File: src/rtl/sdram_read.sv
// SDRAM read engine: fetches 32-bit words as burst-of-2 reads from a 16-bit SDRAM
// and pushes each assembled word into the read FIFO. Also services auto-refresh.
module sdram_read #(
    parameter int unsigned T_RCD   = 3,
    parameter int unsigned T_RP    = 3,
    parameter int unsigned T_RFC   = 10,
    parameter int unsigned CAS_LAT = 2
) (
    input  logic        clk,
    input  logic        rst,
    output logic [2:0]  command,
    output logic [11:0] addr,
    output logic [1:0]  bank,
    input  logic [15:0] data_in,
    input  logic        en,
    output logic        ready,
    input  logic [21:0] address,
    input  logic        auto_refresh,
    output logic [31:0] fifo_data,
    input  logic        fifo_full,
    output logic        fifo_wr
);

    // SDRAM_CMD_* encodings as {RAS_n, CAS_n, WE_n}
    localparam logic [2:0] CmdNop  = 3'b111;
    localparam logic [2:0] CmdAct  = 3'b011;
    localparam logic [2:0] CmdRead = 3'b101;
    localparam logic [2:0] CmdPre  = 3'b010;
    localparam logic [2:0] CmdAr   = 3'b001;

    localparam logic [7:0] RcdDly  = 8'(T_RCD - 1);
    localparam logic [7:0] RpDly   = 8'(T_RP - 1);
    localparam logic [7:0] RfcDly  = 8'(T_RFC - 1);
    localparam logic [1:0] CasInit = 2'(CAS_LAT - 1);

    typedef enum logic [2:0] {
        StIdle,
        StActive,
        StReadCmd,
        StCasWait,
        StReadTop,
        StReadBottom,
        StPrecharge,
        StNext
    } state_e;

    state_e      state_q, state_d;
    logic [7:0]  delay_q, delay_d;
    logic [1:0]  cas_q, cas_d;
    logic        refresh_q, refresh_d;
    logic [21:0] address_q, address_d;
    logic [15:0] top_q, top_d;
    logic [2:0]  command_q, command_d;
    logic [11:0] addr_q, addr_d;
    logic [1:0]  bank_q, bank_d;
    logic [31:0] fifo_data_q, fifo_data_d;
    logic        fifo_wr_q, fifo_wr_d;

    always_comb begin
        state_d     = state_q;
        delay_d     = delay_q;
        cas_d       = cas_q;
        refresh_d   = refresh_q;
        address_d   = address_q;
        top_d       = top_q;
        command_d   = CmdNop;
        addr_d      = addr_q;
        bank_d      = bank_q;
        fifo_data_d = fifo_data_q;
        fifo_wr_d   = 1'b0;

        if (delay_q != 8'd0) begin
            delay_d = delay_q - 8'd1;
        end else begin
            case (state_q)
                StIdle: begin
                    if (en && !fifo_full) begin
                        address_d = address;
                        state_d   = StActive;
                    end else if (refresh_q) begin
                        command_d = CmdAr;
                        delay_d   = RfcDly;
                        refresh_d = 1'b0;
                    end
                end
                StActive: begin
                    command_d = CmdAct;
                    addr_d    = address_q[19:8];
                    bank_d    = address_q[21:20];
                    delay_d   = RcdDly;
                    state_d   = StReadCmd;
                end
                StReadCmd: begin
                    command_d = CmdRead;
                    addr_d    = {4'b0000, address_q[7:0]};
                    address_d = address_q + 22'd2;
                    cas_d     = CasInit;
                    state_d   = StCasWait;
                end
                StCasWait: begin
                    // Leave one edge early so READ_TOP samples exactly CAS_LAT after READ
                    cas_d = cas_q - 2'd1;
                    if (cas_q <= 2'd1) begin
                        state_d = StReadTop;
                    end
                end
                StReadTop: begin
                    top_d   = data_in;
                    state_d = StReadBottom;
                end
                StReadBottom: begin
                    fifo_data_d = {top_q, data_in};
                    fifo_wr_d   = 1'b1;
                    state_d     = StPrecharge;
                end
                StPrecharge: begin
                    command_d = CmdPre;
                    addr_d    = 12'h400;
                    delay_d   = RpDly;
                    state_d   = StNext;
                end
                StNext: begin
                    if (refresh_q) begin
                        command_d = CmdAr;
                        delay_d   = RfcDly;
                        refresh_d = 1'b0;
                    end else if (en && !fifo_full) begin
                        // Activate directly so back-to-back bursts keep their period
                        command_d = CmdAct;
                        addr_d    = address_q[19:8];
                        bank_d    = address_q[21:20];
                        delay_d   = RcdDly;
                        state_d   = StReadCmd;
                    end else if (!en) begin
                        state_d = StIdle;
                    end
                end
                default: begin
                    state_d = StIdle;
                end
            endcase
        end

        if (auto_refresh && en) begin
            refresh_d = 1'b1;
        end
    end

    always_ff @(negedge clk or negedge rst) begin
        if (!rst) begin
            state_q     <= StIdle;
            delay_q     <= 8'd0;
            cas_q       <= 2'd0;
            refresh_q   <= 1'b0;
            address_q   <= 22'd0;
            top_q       <= 16'd0;
            command_q   <= CmdNop;
            addr_q      <= 12'd0;
            bank_q      <= 2'd0;
            fifo_data_q <= 32'd0;
            fifo_wr_q   <= 1'b0;
        end else begin
            state_q     <= state_d;
            delay_q     <= delay_d;
            cas_q       <= cas_d;
            refresh_q   <= refresh_d;
            address_q   <= address_d;
            top_q       <= top_d;
            command_q   <= command_d;
            addr_q      <= addr_d;
            bank_q      <= bank_d;
            fifo_data_q <= fifo_data_d;
            fifo_wr_q   <= fifo_wr_d;
        end
    end

    assign command   = command_q;
    assign addr      = addr_q;
    assign bank      = bank_q;
    assign fifo_data = fifo_data_q;
    assign fifo_wr   = fifo_wr_q;
    assign ready     = (delay_q == 8'd0) && (state_q == StIdle);

endmodule

File: config.mk
export PLATFORM = sky130hd
export DESIGN_NAME = sdram_read
export DESIGN_NICKNAME = d
export VERILOG_FILES = /design/src/rtl/sdram_read.sv
export SDC_FILE = /design/constraint.sdc
export NUM_CORES = 1
export LEC_CHECK = 0
export ABC_AREA = 1
export BUFFER_PORTS_ARGS = -buffer_cell sky130_fd_sc_hd__buf_2
export CAP_MARGIN = 20
export CORE_MARGIN = 2
export CORE_UTILIZATION = 27
export DETAILED_ROUTE_END_ITERATION = 10
export GPL_TIMING_DRIVEN = 0
export PLACE_DENSITY = 0.53
export SYNTH_ARGS = -nofsm -noshare
export SYNTH_HDL_FRONTEND = slang
export SYNTH_SLANG_ARGS = --single-unit
File: constraint.sdc
create_clock -name clk -period 1.69 [get_ports clk]
set_clock_uncertainty 0.15 [all_clocks]
set_input_delay 0.2535 -clock clk [delete_from_list [all_inputs] [get_ports clk]]
set_output_delay 0.2535 -clock clk [all_outputs]
set_load 0.005 [all_outputs]
==> results of run 1 <==
cell type report:
type                    count  area [um^2]
flip-flops and latches    102         2556
clock buffers               9        225.2
well taps                 234        292.8
repair buffers            177         1416
plain buffers              22        254.0
clock inverters            10        90.09
multi-input cells         455         2574
inverters                  75        330.3
fillers                  1894        10840
cells in the mapped netlist, drive strengths merged:
cell and instances:
nor3 5, o21ai 81, o22ai 3, or2 3
clkbuf 6, nand4 6, dfrtn 99, ha 3
dfstp 3, nand3b 2, nor3b 2, a21oi 8
a22o 1, inv 76, xor2 6, nand3 38
buf 18, nand2 232, nor4 1, nor2 63
a31oi 1
state kept, by name, summed over array words and instances (netlist names):
| name | cells |
|---|---|
| cas_q | 2 |
| refresh_q | 1 |
| fifo_data | 32 |
| addr | 12 |
| fifo_wr | 1 |
| address_q | 22 |
| command | 3 |
| top_q | 16 |
| bank | 2 |
| delay_q | 8 |
| state_q | 3 |
worst max path at each step:
stage,end,slack [ns],start,cells past startpoint
finish,ready,-1.11,delay_q[5],7
global route,ready,-1.17,delay_q[5],7
CTS,ready,-1.11,delay_q[0],8
detailed placement,ready,-0.97,delay_q[0],8
global placement,address_q[17],-1.79,rst,1
floorplan,ready,-0.66,delay_q[0],7
routing by layer:
metal	wire, um	global-route usage [%]	up-vias
li1	-	-	2452
met1	6839	20.17	2315
met2	7249	24.81	112
met3	634	3.567	18
met4	239	4.579	0
met5	0	0	-
report_power, final:
part           leakage, uW  switching, uW  total, uW  internal [uW]
clock network     0.000169           1020       2200           1180
logic              0.00259           2270       3980           1710
registers          0.00118            529       3560           3030
repair_timing:
item,CTS,global route
gates cloned,8,1
endpoints found under the hold margin,0,0
endpoints found under the setup margin,143,185
buffers inserted,49,33
gates resized for setup,136,94
pin swaps,31,28
cells by family after synthesis:
kind of cell / count (synthesis)
and+or+nand+nor: 352
DFF: 102
buffers and inverters: 100
AOI/OAI and AO/OA: 94
xor gates and xnor gates: 6
adders and majority gates: 3
per-stage QoR:
step           total power, uW  worst slack, ns  utilization (%)
2_1_floorplan             5448          -0.6575                -
3_3_place_gp              6301           -1.793            31.98
3_5_place_dp              6322          -0.9652            32.14
4_1_cts                   9277           -1.114            39.25
5_1_grt                  10430           -1.174            41.65
6_report                  9746           -1.106            41.65
worst register-to-register path: stages, from the launching register on:
cell	delay [ns]
dfrtn_1	0.38
nor2_4	0.14
nand3_2	0.09
nor2_4	0.15
buf_8	0.13
buf_4	0.12
buf_8	0.10
nand4_4	0.16
buf_12	0.21
buf_6	0.13
nand2_1	0.05
o21ai_1	0.06
==> impl_metrics.json, run 1 <==
{
  "status": "finished with violations",
  "violations": "negative setup slack",
  "drc_errors": 0,
  "yosysTopAreaCellShare_pct": 48.78,
  "slowest_delay_ns": 0.38,
  "path_cells": "nor2_4, nand3_2, nor2_4, buf_8, inv_8, nor3_4, buf_2",
  "syn_inst": 657,
  "clockRootBuffer": "clkbuf_16",
  "dieArea_mm2": 0.01992,
  "crit_required_ns": 1.29,
  "synthMuxAreaShare_pct": 0,
  "syn_avg_cell_area_um2": 7.730,
  "endpoint_kind": "output port",
  "ff2ff_path_depth": 11,
  "h-tree-depth": 3,
  "first_iter_violations": 194,
  "slew_headroom_pct": 68.78,
  "wl_per_cell_um": 13.80,
  "fin_hold_ws_ns": 0.2543,
  "holdCritPathClass": "register to register",
  "synth-seq-cells": 102,
  "die_w_um": 141.2,
  "max_cap_viol_count": 0,
  "num-nets-final": 891,
  "ant_nets": 0,
  "place.gp.congestion": 0.8723,
  "finalSetupTns_ns": -46.57,
  "die_h_um": 141.2,
  "num_io_pins": 94,
  "synthTopCellsByArea": "dfrtn_1 49%, nand2_1 17%, inv_1 5.2%",
  "grt_max_degree": 58,
  "place_area_mm2": 0.005972,
  "leakage_uw": 0.003942,
  "syn_area_mm2": 0.005079,
  "antenna_cells": 0,
  "clock_sinks": 102,
  "grt_pass1_vias": 4750,
  "timing.rr.end": "fifo_data[3]",
  "cts_hold_buffers": 0,
  "path_max_fanout": 3,
  "final_common_cell": "nand2_1",
  "post-place-cells": 985,
  "cts_tree": "done",
  "drt-total-wl_mm": 14.96,
  "fin_ws_ns": -1.106,
  "synth_cell_type_count": 32,
  "yosys.area_share.simple_pct": 29.49,
  "cts.path.max_buffers": 2,
  "path_buf_inv": 3,
  "yosys.area_share.xor_xnor_pct": 1.035,
  "viasPerCell": 4.518,
  "grt_first_pass_wirelength_mm": 24.16,
  "hpwl_mm": 9.814,
  "start_kind": "register",
  "cts_made_buffers": 9,
  "final_cell_mix": "182 x nand2_1, 99 x dfrtn_1, 90 x buf_2",
  "syn_nets": 703,
  "start_util_pct": 27.33,
  "seq_area_frac_synth_pct": 50.33,
  "grt_use_total_pct": 15.23,
  "critPathMostFrequentCell": "nor2_4",
  "slew_violations": 0,
  "yosysTopAreaCell": "dfrtn_1",
  "p_per_area_mw_per_mm2": 1259,
  "ir_drop_v": 0.0005512,
  "ys_warn_count": 0,
  "clock_latency_ns": 0.36,
  "critPathTopFamily": "simple AND/OR/NAND/NOR gates",
  "cp_slowest_cell": "dfrtn_1",
  "rsz0062_at_grt": "true",
  "finalSetupViolCount": 149,
  "clk_pin_slew_worst_paths_ns": 0.06,
  "via_count": 4897,
  "drive_gt1_share_pct": 40.59,
  "arrival_ns": 2.39,
  "fin_cells": 1084,
  "rrSetupSlack_ns": -0.33,
  "portBuffers": 93,
  "antenna_found_initial": 0,
  "drt_first_pass_iters": 5,
  "grt_remaining_overflow": 0,
  "synthAdderAreaFrac_pct": 0.7391,
  "r2r_start": "delay_q[5]",
  "synth_compound_area_share_pct": 9.731,
  "core_mm2": 0.01858,
  "synth_top_family_by_area": "simple AND/OR/NAND/NOR gates",
  "min_from": "top_q[4]",
  "fp-row-count": 50,
  "min_delay_path_depth": 2,
  "worst_slew_pin_slew_ns": 0.4683,
  "final_hold_viol_count": 0,
  "path_class": "register to output port",
  "fin_area_mm2": 0.007739,
  "min_to": "fifo_data[20]",
  "area_delta_synth_final_pct": 52.38
}
No activity file was read; power rests on OpenSTA's default activity.
==> run 2: changes to the inputs <==
--- a/config.mk
+++ b/config.mk
@@ -8,11 +8,14 @@
 export ABC_AREA = 1
 export BUFFER_PORTS_ARGS = -buffer_cell sky130_fd_sc_hd__buf_2
 export CAP_MARGIN = 20
+export CELL_PAD_IN_SITES_DETAIL_PLACEMENT = 1
+export CELL_PAD_IN_SITES_GLOBAL_PLACEMENT = 1
 export CORE_MARGIN = 2
 export CORE_UTILIZATION = 27
 export DETAILED_ROUTE_END_ITERATION = 10
 export GPL_TIMING_DRIVEN = 0
-export PLACE_DENSITY = 0.53
+export HOLD_SLACK_MARGIN = 0.08
+export PLACE_DENSITY = 0.64
 export SYNTH_ARGS = -nofsm -noshare
 export SYNTH_HDL_FRONTEND = slang
 export SYNTH_SLANG_ARGS = --single-unit
==> constraint.sdc (replaced) <==
create_clock -name clk -period 3.31 [get_ports clk]
set_clock_uncertainty 0.15 [all_clocks]
set_input_delay 0.4965 -clock clk [delete_from_list [all_inputs] [get_ports clk]]
set_output_delay 0.4965 -clock clk [all_outputs]
set_load 0.005 [all_outputs]
==> run 2 against run 1 <==
Clock-buffer cell count grew 1. Core utilization shrank 7.7 points. Sequential share of layout area grew 7.5 points. Die area is the same. Critical path type unchanged. Global-route usage grew 0.49 points. Sequential power shrank 49%. Hold slack gained 0.014 ns. Critical path depth is the same. The flow still finishes with violations (negative setup slack). Power shrank 55%.
==> impl_metrics.json, run 2 (synthesis results as in run 1) <==
{
  "place.gp.congestion": 0.7980,
  "clk_pin_slew_worst_paths_ns": 0.05,
  "p_clk_share_pct": 24.9,
  "fin_hold_ws_ns": 0.2684,
  "fp-row-count": 50,
  "slew_headroom_pct": 60.70,
  "first_iter_violations": 139,
  "slew_violations": 0,
  "wl_per_cell_um": 14.76,
  "die_h_um": 141.2,
  "combPwrFrac_pct": 33.9,
  "antenna_found_initial": 0,
  "grt_max_degree": 66,
  "h-tree-depth": 3,
  "endpoint_kind": "output port",
  "path_max_fanout": 3,
  "grt_pass1_vias": 4759,
  "path_buf_inv": 3,
  "path_cells": "nor2_2, nand3_2, nor2_4, buf_8, inv_8, nor3_4, buf_2",
  "clock_sinks": 102,
  "drc_errors": 0,
  "drt_first_pass_iters": 6,
  "via_count": 4599,
  "final_cell_mix": "228 x nand2_1, 99 x buf_2, 99 x dfrtn_1",
  "area_delta_synth_final_pct": 24.32,
  "internal_power_uw": 2685,
  "start_kind": "register",
  "antenna_cells": 0,
  "grt_first_pass_wirelength_mm": 24.87,
  "fin_ws_ns": -0.4914,
  "die_w_um": 141.2,
  "clockRootBuffer": "clkbuf_16",
  "hpwl_mm": 11.06,
  "path_class": "register to output port",
  "cts_made_buffers": 9,
  "holdCritPathClass": "register to register",
  "pre_cts_slack_ns": -0.3471,
  "drive_gt1_share_pct": 22.85,
  "cts.path.max_buffers": 2,
  "slowest_delay_ns": 0.36,
  "cp_slowest_cell": "dfrtn_1",
  "portBuffers": 93,
  "max_cap_viol_count": 0,
  "ir_drop_v": 0.0003094,
  "critPathTopFamily": "simple AND/OR/NAND/NOR gates",
  "viasPerCell": 4.540,
  "crit_required_ns": 2.66,
  "num-nets-final": 821,
  "p_per_area_mw_per_mm2": 696.1,
  "largest_reg_flops": 32,
  "drt-total-wl_mm": 14.95,
  "core_mm2": 0.01858,
  "dieArea_mm2": 0.01992,
  "rrSetupSlack_ns": 1.24,
  "finalSetupTns_ns": -0.5691,
  "grt_use_total_pct": 15.72,
  "p_sw_uw": 1710,
  "worst_slew_pin_slew_ns": 0.5895,
  "status": "finished with violations",
  "p_sw_share_pct": 38.91,
  "num_io_pins": 94,
  "cts_tree": "done",
  "clock_latency_ns": 0.36,
  "ant_nets": 0,
  "final_common_cell": "nand2_1",
  "violations": "negative setup slack",
  "arrival_ns": 3.15,
  "rsz0062_at_grt": "true",
  "leakage_uw": 0.003312,
  "post-place-cells": 985,
  "final_hold_viol_count": 0,
  "fin_cells": 1013,
  "start_util_pct": 27.33,
  "p_total_uw": 4395,
  "finalSetupViolCount": 4,
  "grt_remaining_overflow": 0,
  "seq_power_share_pct": 41.2
}
==> run 2: layer usage <==
metal,wire [um],track usage [%],share of wire (%),up-vias
met3,523,3.091,3.5,15
met5,0,0,0,-
met2,7064,26.34,47,86
met1,7195,21.03,48,2196
li1,-,-,-,2302
met4,164,3.632,1.1,0
==> run 2: worst paths after layout <==
path | depth (start not counted) | to | start
setup / recovery | 7 | ready | delay_q[4]
hold reg to reg | 2 | fifo_data[20] | top_q[4]
hold / removal | 2 | fifo_data[20] | top_q[4]
setup reg to reg | 10 | address_q[21] | address_q[1]
max in group asynchronous | 2 | command[0] | rst
min in group asynchronous | 1 | fifo_data[18] | rst
==> run 2: per-stage QoR <==
step	utilization [%]	area (um^2)
2_1_floorplan	-	5106
3_3_place_gp	31.56	5864
3_5_place_dp	31.72	5894
4_1_cts	33.82	6284
5_1_grt	33.98	6314
6_report	33.98	6314
==> run 2: worst reg2reg max path, delay by kind of cell (launching register included) <==
kind | cells | cell delay, ns
fa+ha+maj | 1 | 0.22
flops | 1 | 0.48
simple gates | 9 | 1.07
==> run 2: cell type report <==
class / instances / area, um^2
fillers: 2302 / 12270
flip-flops and latches: 102 / 2556
multi-input cells: 455 / 2120
repair buffers: 105 / 584.3
well taps: 234 / 292.8
inverters: 75 / 289.0
clock buffers: 10 / 250.2
plain buffers: 24 / 163.9
clock inverters: 8 / 57.56
==> run 2: timing repair <==
| action | CTS | global route |
|---|---|---|
| pin swaps | 6 | 2 |
| buffers inserted | 9 | 2 |
| cloned | 0 | 0 |
| setup endpoints to repair | 4 | 18 |
| hold buffers | 0 | 0 |
| gates resized for setup | 5 | 6 |
| endpoints found under the hold margin | 0 | 0 |
==> run 2: power groups by stage <==
stage               clock network [uW]  logic, uW  registers, uW
global route                      1180       1710           1860
detailed placement                7.54       1420           1830
global placement                  7.54       1390           1820
CTS                               1140       1490           1810
finish                            1100       1490           1810
floorplan                         7.54        989           1760
==> run 3: changes to the inputs <==
--- a/config.mk
+++ b/config.mk
@@ -15,7 +15,8 @@
 export DETAILED_ROUTE_END_ITERATION = 10
 export GPL_TIMING_DRIVEN = 0
 export HOLD_SLACK_MARGIN = 0.08
-export PLACE_DENSITY = 0.64
+export PLACE_DENSITY_LB_ADDON = 0.1
+export REMOVE_ABC_BUFFERS = 1
 export SYNTH_ARGS = -nofsm -noshare
 export SYNTH_HDL_FRONTEND = slang
 export SYNTH_SLANG_ARGS = --single-unit
==> run 3 against run 2 <==
The flow still finishes with violations (negative setup slack). Largest cell class unchanged. Hold slack worse by 0.0039 ns. Combinational power shrank 3%. Critical path type unchanged. Die area unchanged. Critical endpoint unchanged.
==> impl_metrics.json, run 3 (synthesis results as in run 1) <==
{
  "status": "finished with violations",
  "violations": "negative setup slack",
  "rsz0062_at_grt": "true",
  "max_cap_viol_count": 0,
  "slowest_delay_ns": 0.36,
  "min_from": "top_q[5]",
  "clock_sinks": 102,
  "p_per_area_mw_per_mm2": 714.5,
  "cts_hold_buffers": 0,
  "clock_latency_ns": 0.35,
  "register_area_mm2": 0.002556,
  "wl_per_cell_um": 14.86,
  "grt_first_pass_wirelength_mm": 23.86,
  "fin_hold_ws_ns": 0.2645,
  "fin_cells": 990,
  "n_fill_cell": 2290,
  "cp_slowest_cell": "dfrtn_1",
  "via_count": 4558,
  "core_mm2": 0.01858,
  "largest_reg_flops": 32,
  "cts_made_buffers": 9,
  "cts.path.max_buffers": 2,
  "drc_errors": 0,
  "r2r_start": "state_q[2]",
  "crit_required_ns": 2.66,
  "num_io_pins": 94,
  "path_cells": "inv_2, ha_4, nand2_4, nor2_4, inv_2, nor3_2, buf_2",
  "slew_headroom_pct": 30.27,
  "h-tree-depth": 3,
  "ant_nets": 0,
  "critPathMostFrequentCell": "inv_2",
  "drt-total-wl_mm": 14.71,
  "final_hold_viol_count": 0,
  "arrival_ns": 3.12,
  "final_cell_mix": "227 x nand2_1, 99 x dfrtn_1, 92 x buf_2",
  "area_delta_synth_final_pct": 21.51,
  "pre_cts_slack_ns": -0.9331,
  "path_class": "register to output port",
  "dieArea_mm2": 0.01992,
  "start_util_pct": 27.33,
  "clockRootBuffer": "clkbuf_16",
  "num-nets-final": 797,
  "clk_pin_slew_worst_paths_ns": 0.06,
  "slew_violations": 0,
  "critPathTopFamily": "flip-flops",
  "grt_max_degree": 63,
  "ir_drop_v": 0.0002366,
  "grt_remaining_overflow": 0,
  "worst_slew_pin_slew_ns": 1.042,
  "leakage_uw": 0.003201,
  "drt_first_pass_iters": 4,
  "antenna_cells": 0,
  "post-place-cells": 961,
  "viasPerCell": 4.604,
  "die_w_um": 141.2,
  "holdCritPathClass": "register to register",
  "path_max_fanout": 2,
  "place.gp.congestion": 0.7719,
  "first_iter_violations": 195,
  "antenna_found_initial": 0,
  "hpwl_mm": 10.01,
  "grt_pass1_vias": 4717,
  "finalSetupViolCount": 2,
  "grt_use_total_pct": 14.90,
  "drive_gt1_share_pct": 21.43,
  "start_kind": "register",
  "portBuffers": 93,
  "path_buf_inv": 3,
  "fp-row-count": 50,
  "die_h_um": 141.2,
  "multi_input_area_mm2": 0.002155,
  "p_total_uw": 4409,
  "fin_ws_ns": -0.4581,
  "endpoint_kind": "output port",
  "place_area_mm2": 0.005712,
  "cts_tree": "done",
  "cp-startpoint": "delay_q[0]",
  "final_common_cell": "nand2_1",
  "fin_area_mm2": 0.006171
}
[run 3: power by group]
part / internal, uW / leakage [uW] / total (uW) / switching, uW
registers: 1550 / 0.00118 / 1840 / 294
clock network: 602 / 0.000160 / 1130 / 529
logic: 531 / 0.00186 / 1440 / 907
[run 3: final timing paths]
check / cells past startpoint / to / slack (ns)
max: 7 / ready / -0.46
min: 2 / fifo_data[21] / 0.26
max reg2reg: 7 / address_q[7] / 0.68
min reg2reg: 2 / fifo_data[21] / 0.26
max in group asynchronous: 2 / fifo_data[22] / 0.61
min in group asynchronous: 1 / fifo_data[25] / 1.65
[run 3: area by class of cell]
type | instances | share of cell area [%]
Clock buffer | 9 | 3.650
Clock inverter | 10 | 1.460
Inverter | 75 | 4.684
Multi-Input combinational cell | 457 | 34.91
Sequential cell | 102 | 41.42
Tap cell | 234 | 4.745
Timing Repair Buffer | 103 | 9.124
[run 3: worst min-delay path: stages (launching register included)]
cell     delay, ns
dfrtn_1       0.40
nand2_1       0.05
nand2_1       0.05
[run 3: timing repair]
item	4_1_cts	5_1_grt
setup endpoints to repair	24	27
gates resized for setup	10	8
buffers inserted	8	1
gates cloned	1	1
pin swaps	4	4
[run 3: per-stage QoR]
step	setup TNS (ns)	utilization, %
final	-0.4603	33.21
after global routing	-0.6440	33.21
after CTS	-0.5545	32.96
after detailed placement	-13.18	30.74
after global placement	-140.97	30.58
after floorplan	-0.4237	-
[run 3: routing by layer]
layer	wire (um)	share of wire, %	global-route usage, %
met5	0	0	0
met1	6619	45	18.55
met2	7446	51	26.57
met4	150	1.0	4.789
met3	495	3.4	2.106
